==> src/rtl/arbitro_salida_pkg.sv <==
// Shared definitions for the output arbiter: FSM states, source count,
// counter width and a one-hot to index helper.
package arbitro_pkg;

  localparam int NUM_IN = 4;
  localparam int CNT_W  = 5;

  typedef enum logic [1:0] {
    ST_RESET  = 2'd0,
    ST_IDLE   = 2'd1,
    ST_ACTIVE = 2'd2,
    ST_PAUSE  = 2'd3
  } state_t;

  function automatic logic [1:0] onehot_to_idx(input logic [NUM_IN-1:0] onehot);
    logic [1:0] idx;
    idx = '0;
    for (int i = 0; i < NUM_IN; i++) begin
      if (onehot[i]) idx = 2'(i);
    end
    return idx;
  endfunction

endpackage

==> src/rtl/arbitro_salida_if.sv <==
// Bundle of upstream FIFO heads/flags, downstream push port and status
// outputs of the output arbiter.
interface arbitro_salida_if #(
  parameter int DATA_SIZE = 12
);
  import arbitro_pkg::*;

  logic [DATA_SIZE-1:0] data_in0;
  logic [DATA_SIZE-1:0] data_in1;
  logic [DATA_SIZE-1:0] data_in2;
  logic [DATA_SIZE-1:0] data_in3;
  logic                 fifo_empty0;
  logic                 fifo_empty1;
  logic                 fifo_empty2;
  logic                 fifo_empty3;
  logic                 fifo_af_out;
  logic                 pop0;
  logic                 pop1;
  logic                 pop2;
  logic                 pop3;
  logic                 push_out;
  logic [DATA_SIZE-1:0] data_out;
  logic [CNT_W-1:0]     cont0;
  logic [CNT_W-1:0]     cont1;
  logic [CNT_W-1:0]     cont2;
  logic [CNT_W-1:0]     cont3;
  logic                 idle;

  modport slave (
    input  data_in0, data_in1, data_in2, data_in3,
    input  fifo_empty0, fifo_empty1, fifo_empty2, fifo_empty3,
    input  fifo_af_out,
    output pop0, pop1, pop2, pop3,
    output push_out, data_out,
    output cont0, cont1, cont2, cont3,
    output idle
  );

  modport master (
    output data_in0, data_in1, data_in2, data_in3,
    output fifo_empty0, fifo_empty1, fifo_empty2, fifo_empty3,
    output fifo_af_out,
    input  pop0, pop1, pop2, pop3,
    input  push_out, data_out,
    input  cont0, cont1, cont2, cont3,
    input  idle
  );

endinterface

==> src/rtl/arbitro_salida_rr_grant4.sv <==
// Four-way round-robin picker: the position right after the previous
// winner has highest priority, wrapping around.
module rr_grant4 (
  input  logic [3:0] request,
  input  logic [1:0] last_grant,
  output logic [3:0] grant
);

  // Scan the four positions starting after last_grant; first requester wins
  always_comb begin
    logic [1:0] idx;
    logic       found;
    grant = '0;
    found = 1'b0;
    idx   = '0;
    for (int i = 1; i <= 4; i++) begin
      idx = last_grant + 2'(i);
      if (!found && request[idx]) begin
        grant[idx] = 1'b1;
        found      = 1'b1;
      end
    end
  end

endmodule

==> src/rtl/arbitro_salida.sv <==
// Output arbiter: pops four upstream FIFOs in round-robin order and forwards
// each word to one downstream FIFO, honouring its almost-full flag.
// The upstream FIFOs present a popped word one cycle after the pop, so the
// push happens in that cycle straight from the selected data_in port; the
// in-flight flag and its source index are the registered state behind it.
module arbitro_salida #(
  parameter int DATA_SIZE = 12,
  parameter int NUM_IN    = arbitro_pkg::NUM_IN
) (
  input logic            clk,
  input logic            reset,
  arbitro_salida_if.slave bus
);
  import arbitro_pkg::*;

  state_t               state;
  logic                 in_flight;
  logic [1:0]           last_grant;
  logic [NUM_IN-1:0]    request;
  logic [NUM_IN-1:0]    grant;
  logic [NUM_IN-1:0]    pop;
  logic                 any_req;
  logic                 pop_enable;
  logic [DATA_SIZE-1:0] data_arr [NUM_IN];
  logic [CNT_W-1:0]     cont [NUM_IN];

  assign data_arr[0] = bus.data_in0;
  assign data_arr[1] = bus.data_in1;
  assign data_arr[2] = bus.data_in2;
  assign data_arr[3] = bus.data_in3;

  assign request = ~{bus.fifo_empty3, bus.fifo_empty2, bus.fifo_empty1, bus.fifo_empty0};
  assign any_req = |request;

  rr_grant4 u_rr_grant4 (
    .request    (request),
    .last_grant (last_grant),
    .grant      (grant)
  );

  // Pops only while actively forwarding and the downstream FIFO has room;
  // the grant already skips any input that is empty this very cycle.
  assign pop_enable = (state == ST_ACTIVE) && !bus.fifo_af_out;
  assign pop        = pop_enable ? grant : '0;

  assign bus.pop0 = pop[0];
  assign bus.pop1 = pop[1];
  assign bus.pop2 = pop[2];
  assign bus.pop3 = pop[3];

  // last_grant always names the source of the word in flight
  assign bus.push_out = in_flight;
  assign bus.data_out = in_flight ? data_arr[last_grant] : '0;

  assign bus.cont0 = cont[0];
  assign bus.cont1 = cont[1];
  assign bus.cont2 = cont[2];
  assign bus.cont3 = cont[3];

  assign bus.idle = (state == ST_IDLE) && !in_flight;

  // Control FSM plus in-flight tracking, rotation pointer and per-source counters
  always_ff @(posedge clk or posedge reset) begin
    if (reset) begin
      state      <= ST_RESET;
      in_flight  <= 1'b0;
      last_grant <= 2'd3;
      for (int i = 0; i < NUM_IN; i++) cont[i] <= '0;
    end else begin
      in_flight <= |pop;
      if (|pop) last_grant <= onehot_to_idx(pop);
      if (in_flight) cont[last_grant] <= cont[last_grant] + 1'b1;
      case (state)
        ST_RESET:  state <= ST_IDLE;
        ST_IDLE:   if (any_req && !bus.fifo_af_out) state <= ST_ACTIVE;
        // With every input empty nothing is popped, so a word pushed this
        // cycle is the last one and no word remains in flight afterwards.
        ST_ACTIVE: begin
          if (bus.fifo_af_out)  state <= ST_PAUSE;
          else if (!any_req)    state <= ST_IDLE;
        end
        ST_PAUSE:  if (!bus.fifo_af_out) state <= any_req ? ST_ACTIVE : ST_IDLE;
        default:   state <= ST_RESET;
      endcase
    end
  end

endmodule

==> src/flat_wrapper.sv <==
// flat-port wrapper written by rule: the top's interface ports become plain ports
module arbitro_salida_flat import arbitro_pkg::*;
#(
  parameter int DATA_SIZE = 12,
  parameter int NUM_IN    = arbitro_pkg::NUM_IN
)
  (clk, reset, bus_data_in0, bus_data_in1, bus_data_in2, bus_data_in3, bus_fifo_empty0, bus_fifo_empty1, bus_fifo_empty2, bus_fifo_empty3, bus_fifo_af_out, bus_pop0, bus_pop1, bus_pop2, bus_pop3, bus_push_out, bus_data_out, bus_cont0, bus_cont1, bus_cont2, bus_cont3, bus_idle);
  arbitro_salida_if #(.DATA_SIZE(DATA_SIZE)) bus_i ();
  input logic clk;
  input logic reset;
  input wire logic [$bits(bus_i.data_in0)-1:0] bus_data_in0;
  input wire logic [$bits(bus_i.data_in1)-1:0] bus_data_in1;
  input wire logic [$bits(bus_i.data_in2)-1:0] bus_data_in2;
  input wire logic [$bits(bus_i.data_in3)-1:0] bus_data_in3;
  input wire logic [$bits(bus_i.fifo_empty0)-1:0] bus_fifo_empty0;
  input wire logic [$bits(bus_i.fifo_empty1)-1:0] bus_fifo_empty1;
  input wire logic [$bits(bus_i.fifo_empty2)-1:0] bus_fifo_empty2;
  input wire logic [$bits(bus_i.fifo_empty3)-1:0] bus_fifo_empty3;
  input wire logic [$bits(bus_i.fifo_af_out)-1:0] bus_fifo_af_out;
  output wire logic [$bits(bus_i.pop0)-1:0] bus_pop0;
  output wire logic [$bits(bus_i.pop1)-1:0] bus_pop1;
  output wire logic [$bits(bus_i.pop2)-1:0] bus_pop2;
  output wire logic [$bits(bus_i.pop3)-1:0] bus_pop3;
  output wire logic [$bits(bus_i.push_out)-1:0] bus_push_out;
  output wire logic [$bits(bus_i.data_out)-1:0] bus_data_out;
  output wire logic [$bits(bus_i.cont0)-1:0] bus_cont0;
  output wire logic [$bits(bus_i.cont1)-1:0] bus_cont1;
  output wire logic [$bits(bus_i.cont2)-1:0] bus_cont2;
  output wire logic [$bits(bus_i.cont3)-1:0] bus_cont3;
  output wire logic [$bits(bus_i.idle)-1:0] bus_idle;
  assign bus_i.data_in0 = bus_data_in0;
  assign bus_i.data_in1 = bus_data_in1;
  assign bus_i.data_in2 = bus_data_in2;
  assign bus_i.data_in3 = bus_data_in3;
  assign bus_i.fifo_empty0 = bus_fifo_empty0;
  assign bus_i.fifo_empty1 = bus_fifo_empty1;
  assign bus_i.fifo_empty2 = bus_fifo_empty2;
  assign bus_i.fifo_empty3 = bus_fifo_empty3;
  assign bus_i.fifo_af_out = bus_fifo_af_out;
  assign bus_pop0 = bus_i.pop0;
  assign bus_pop1 = bus_i.pop1;
  assign bus_pop2 = bus_i.pop2;
  assign bus_pop3 = bus_i.pop3;
  assign bus_push_out = bus_i.push_out;
  assign bus_data_out = bus_i.data_out;
  assign bus_cont0 = bus_i.cont0;
  assign bus_cont1 = bus_i.cont1;
  assign bus_cont2 = bus_i.cont2;
  assign bus_cont3 = bus_i.cont3;
  assign bus_idle = bus_i.idle;
  arbitro_salida #(.DATA_SIZE(DATA_SIZE), .NUM_IN(NUM_IN)) u_core (.clk(clk), .reset(reset), .bus(bus_i));
endmodule
==> config.mk <==
export PLATFORM = sky130hd
export DESIGN_NAME = arbitro_salida_flat
export DESIGN_NICKNAME = d
export VERILOG_FILES = /design/src/rtl/arbitro_salida_pkg.sv /design/src/rtl/arbitro_salida_if.sv /design/src/rtl/arbitro_salida_rr_grant4.sv /design/src/rtl/arbitro_salida.sv /design/src/flat_wrapper.sv
export SDC_FILE = /design/constraint.sdc
export NUM_CORES = 1
export LEC_CHECK = 0
export CAP_MARGIN = 30
export CORE_ASPECT_RATIO = 1.2
export CORE_MARGIN = 5
export CORE_UTILIZATION = 44
export DETAILED_ROUTE_END_ITERATION = 12
export PLACE_DENSITY_LB_ADDON = 0.15
export RECOVER_POWER = 100
export SLEW_MARGIN = 20
export SYNTH_ARGS = -nofsm -noshare
export SYNTH_HDL_FRONTEND = slang
export SYNTH_SLANG_ARGS = --single-unit
==> constraint.sdc <==
create_clock -name clk -period 8.1 [get_ports clk]
set_input_delay 1.62 -clock clk [delete_from_list [all_inputs] [get_ports clk]]
set_output_delay 1.62 -clock clk [all_outputs]
set_load 0.05 [all_outputs]
==> metrics.md <==
| Metric | Value |
|---|---|
| Area growth syn-to-layout | 51.68% |
| M1 WL | 2110 um |
| Drt via density | 5.285 |
| Iter 0 DRT Violations | 131 |
| Antenna Cells | 0 |
| Post-Route WL | 5219 um |
| Routability cong. | 0.8565 |
| Unrepaired setup endpoints after global routing | false |
| Yosys top cell area share | 30.36% |
| Worst EP arrival | 4.82 ns |
| Cell taking the most area after synthesis | dfrtp_1 |
| Slew @ Worst Pin | 1.454 ns |
| Crit-path most repeated cell | inv_1 |
| Io pins | 93 |
| Pleak | 1.163 nW |
| Worst slew margin | 3.047% |
| Site Rows | 26 |
| PostCTS Resize Cnt | 0 |
| Hold Buf Count CTS | 0 |
| GRT Overall Usage | 18.64% |
| Initial antenna violation count | 0 |
| Number of H-tree levels | 1 |
| Slowest cell on the critical path | dfstp_1 |
| Initial DRT Pass Iterations | 6 |
| Largest net degree at the start of global routing | 30 |
| Net count, final | 324 |
| Share of cells above drive strength 1 | 13.46% |
| Die Area | 5726 um^2 |
| Met2 wire len | 2834 um |
| Leading cell type in the layout, fill and taps excluded | clkdlybuf4s50_1 |
| Required arrival time at the worst endpoint | 6.48 ns |
| CP delay by family, top | flip-flops |
| Initial Util | 44.82% |
| Tcrit/Tclk final | 79.48% |
| Worst Path Max Fanout | 29 |
| Post-synthesis cell type count | 36 |
| GR Overflow Total | 0 |
| Maximum clock rate | 155.3 MHz |
| Worst Hold Launch | u_core.bus.cont3[1] |
| Die span in y | 81.90 um |
| Mapped Cells | 173 |
| CTS buffer count | 3 |
| Sink Count | 25 |
| Clk slew on worst S/H paths | 0.08 ns |
| Post-Syn Area | 1896 um^2 |
| DP Worst Slack | 2.350 ns |
| Final setup TNS | 0 ns |
| #FFs+latches synth | 25 |
| Syn Nets | 236 |
| Wire per inst | 16.52 um |
| Worst setup margin | 1.662 ns |
| First-pass GRT wire length | 8383 um |
| Half-perimeter wire length after placement | 4083 um |
| Die extent in x | 69.92 um |
| Worst R2R Setup Slack | 4.05 ns |
| PwrDens | 428.1 nW/um^2 |
| Post-route cell area | 2875 um^2 |
| Final setup violating endpoints | 0 |
| Commonest non-fill, non-tap cells in the layout | clkdlybuf4s50_1 (52), dlygate4sd3_1 (40), dfrtp_1 (23) |
| Max-cap violations | 0 |
| Clock root cell | clkbuf_8 |
| R2R depth | 7 |
| Reg-to-Reg End | u_core.last_grant[1] |
| Final Slew Violations | 0 |
| Routed via count | 1,670 |
| Mean Syn Cell Area | 10.96 um^2 |
| Clock buffer depth | 2 |
| CP Class | register to primary output |
| Worst hold path type | register to register |
| Wire length on met3 | 176 um |
| WHS | 0.5330 ns |
| Reg2reg start | u_core.last_grant[0] |
| Worst Hold Path EP | u_core.bus.cont3[1] |
| Worst-Skew Late Latency | 0.26 ns |
| Setup bufs post-CTS | 0 |
| DR DRC count | 0 |
| Top layer in use | met4 |
| Setup crit start kind | register |
| Sequential share of the synthesized area | 33.14% |
| Buf/Inv on CP | 3 |
| CP cell instances | inv_1, ha_1, mux4_2, and4b_1, and2_1, o21ai_0, inv_1, dlygate4sd3_1 |
| Vias in the first global route | 1,712 |
| Core area | 4229 um^2 |
| CTS tree | built |
| CP Capture Type | primary output |
| Final ANT Viol Nets | 0 |
| Port bufs | 92 |
| Hold Path Depth | 1 |
| Tmin final | 6.438 ns |
| Area after DPL | 2838 um^2 |
| Clock skew | 0.003328 ns |
| Status | complete, no violations |
| Yosys warns | 0 |
| Final Hold Viols | 0 |
| VDD IR max | 0.3160 mV |
| Top cells by area, synth | dfrtp_1 (30%), mux4_2 (24%), and2_1 (5.9%) |
| Critical path's largest stage delay | 1.49 ns |
==> sequential cells by signal (all words and copies together) (netlist names) <==
register,count
u_core.bus.push_out,1
u_core.bus.cont1,5
u_core.bus.cont0,5
u_core.bus.cont2,5
u_core.state,2
u_core.last_grant,2
u_core.bus.cont3,5
==> logic make-up after synthesis <==
group | count (synthesis) | synth area share (%)
simple gates | 56 | 15.64
compound gates | 33 | 10.76
xor+xnor | 3 | 1.386
flops | 25 | 33.14
buf+inv | 20 | 4.554
fa+ha+maj | 8 | 5.281
mux | 28 | 29.24
==> metal layers <==
layer  global-route usage, %  vias up
met5                       0        -
li1                        -      813
met2                   31.95       43
met3                   2.693        9
met4                   7.280        0
met1                   24.01      805
==> cell usage after synthesis <==
master	number
nand4_1	2
nand2_1	4
xnor2_1	1
mux2i_1	1
dfrtp_1	23
mux4_2	20
mux2_2	6
nor2_1	19
o21ai_2	1
buf_6	1
a31o_2	2
o22ai_1	1
nor2b_1	1
inv_1	9
ha_1	8
o22a_1	1
inv_2	1
o311ai_2	1
o21ai_0	6
and4b_1	1
and2_1	18
clkbuf_1	6
a31oi_1	1
nand3b_1	1
xor2_1	2
o21a_2	1
nor3b_1	2
o211ai_1	1
nand2b_1	2
buf_2	3
a21oi_1	17
nand3_1	5
dfstp_2	2
or3b_2	1
mux4_1	1
o221ai_1	1
==> per-stage QoR <==
| step | util (%) | total power, W | instances |
|---|---|---|---|
| 2_1_floorplan | - | 0.0009389 | 173 |
| 3_3_place_gp | 67.10 | 0.001199 | 311 |
| 3_5_place_dp | 67.10 | 0.001203 | 311 |
| 4_1_cts | 68.17 | 0.001279 | 315 |
| 5_1_grt | 67.99 | 0.001326 | 316 |
| 6_report | 67.99 | 0.001231 | 316 |
==> worst max-delay path by stage <==
stage,startpoint,to,slack (ns),depth (start not counted)
after floorplan,u_core.last_grant[1],bus_pop3,3.38,9
after global placement,bus_fifo_empty3,bus_pop1,2.39,7
after detailed placement,bus_fifo_empty1,bus_pop3,2.35,7
after CTS,bus_fifo_empty3,bus_pop1,2.34,7
after global routing,u_core.last_grant[0],bus_pop3,1.18,8
final,u_core.last_grant[0],bus_pop3,1.66,8
==> final cells by class <==
type                    count  area (um^2)
multi-input cells         128         1170
inverters                  10        37.54
flip-flops and latches     25        628.1
clock buffers               4        45.04
repair buffers             93        924.6
well taps                  56        70.07
fillers                   324         1354
==> power breakdown <==
group	switching [W]	total [W]	leakage, nW	internal (W)
Clock	0.0000354	0.0000705	0.0228	0.0000351
Sequential	0.000102	0.000291	0.278	0.000188
Combinational	0.000512	0.000870	0.862	0.000358
(Power assumes the default switching activity.)
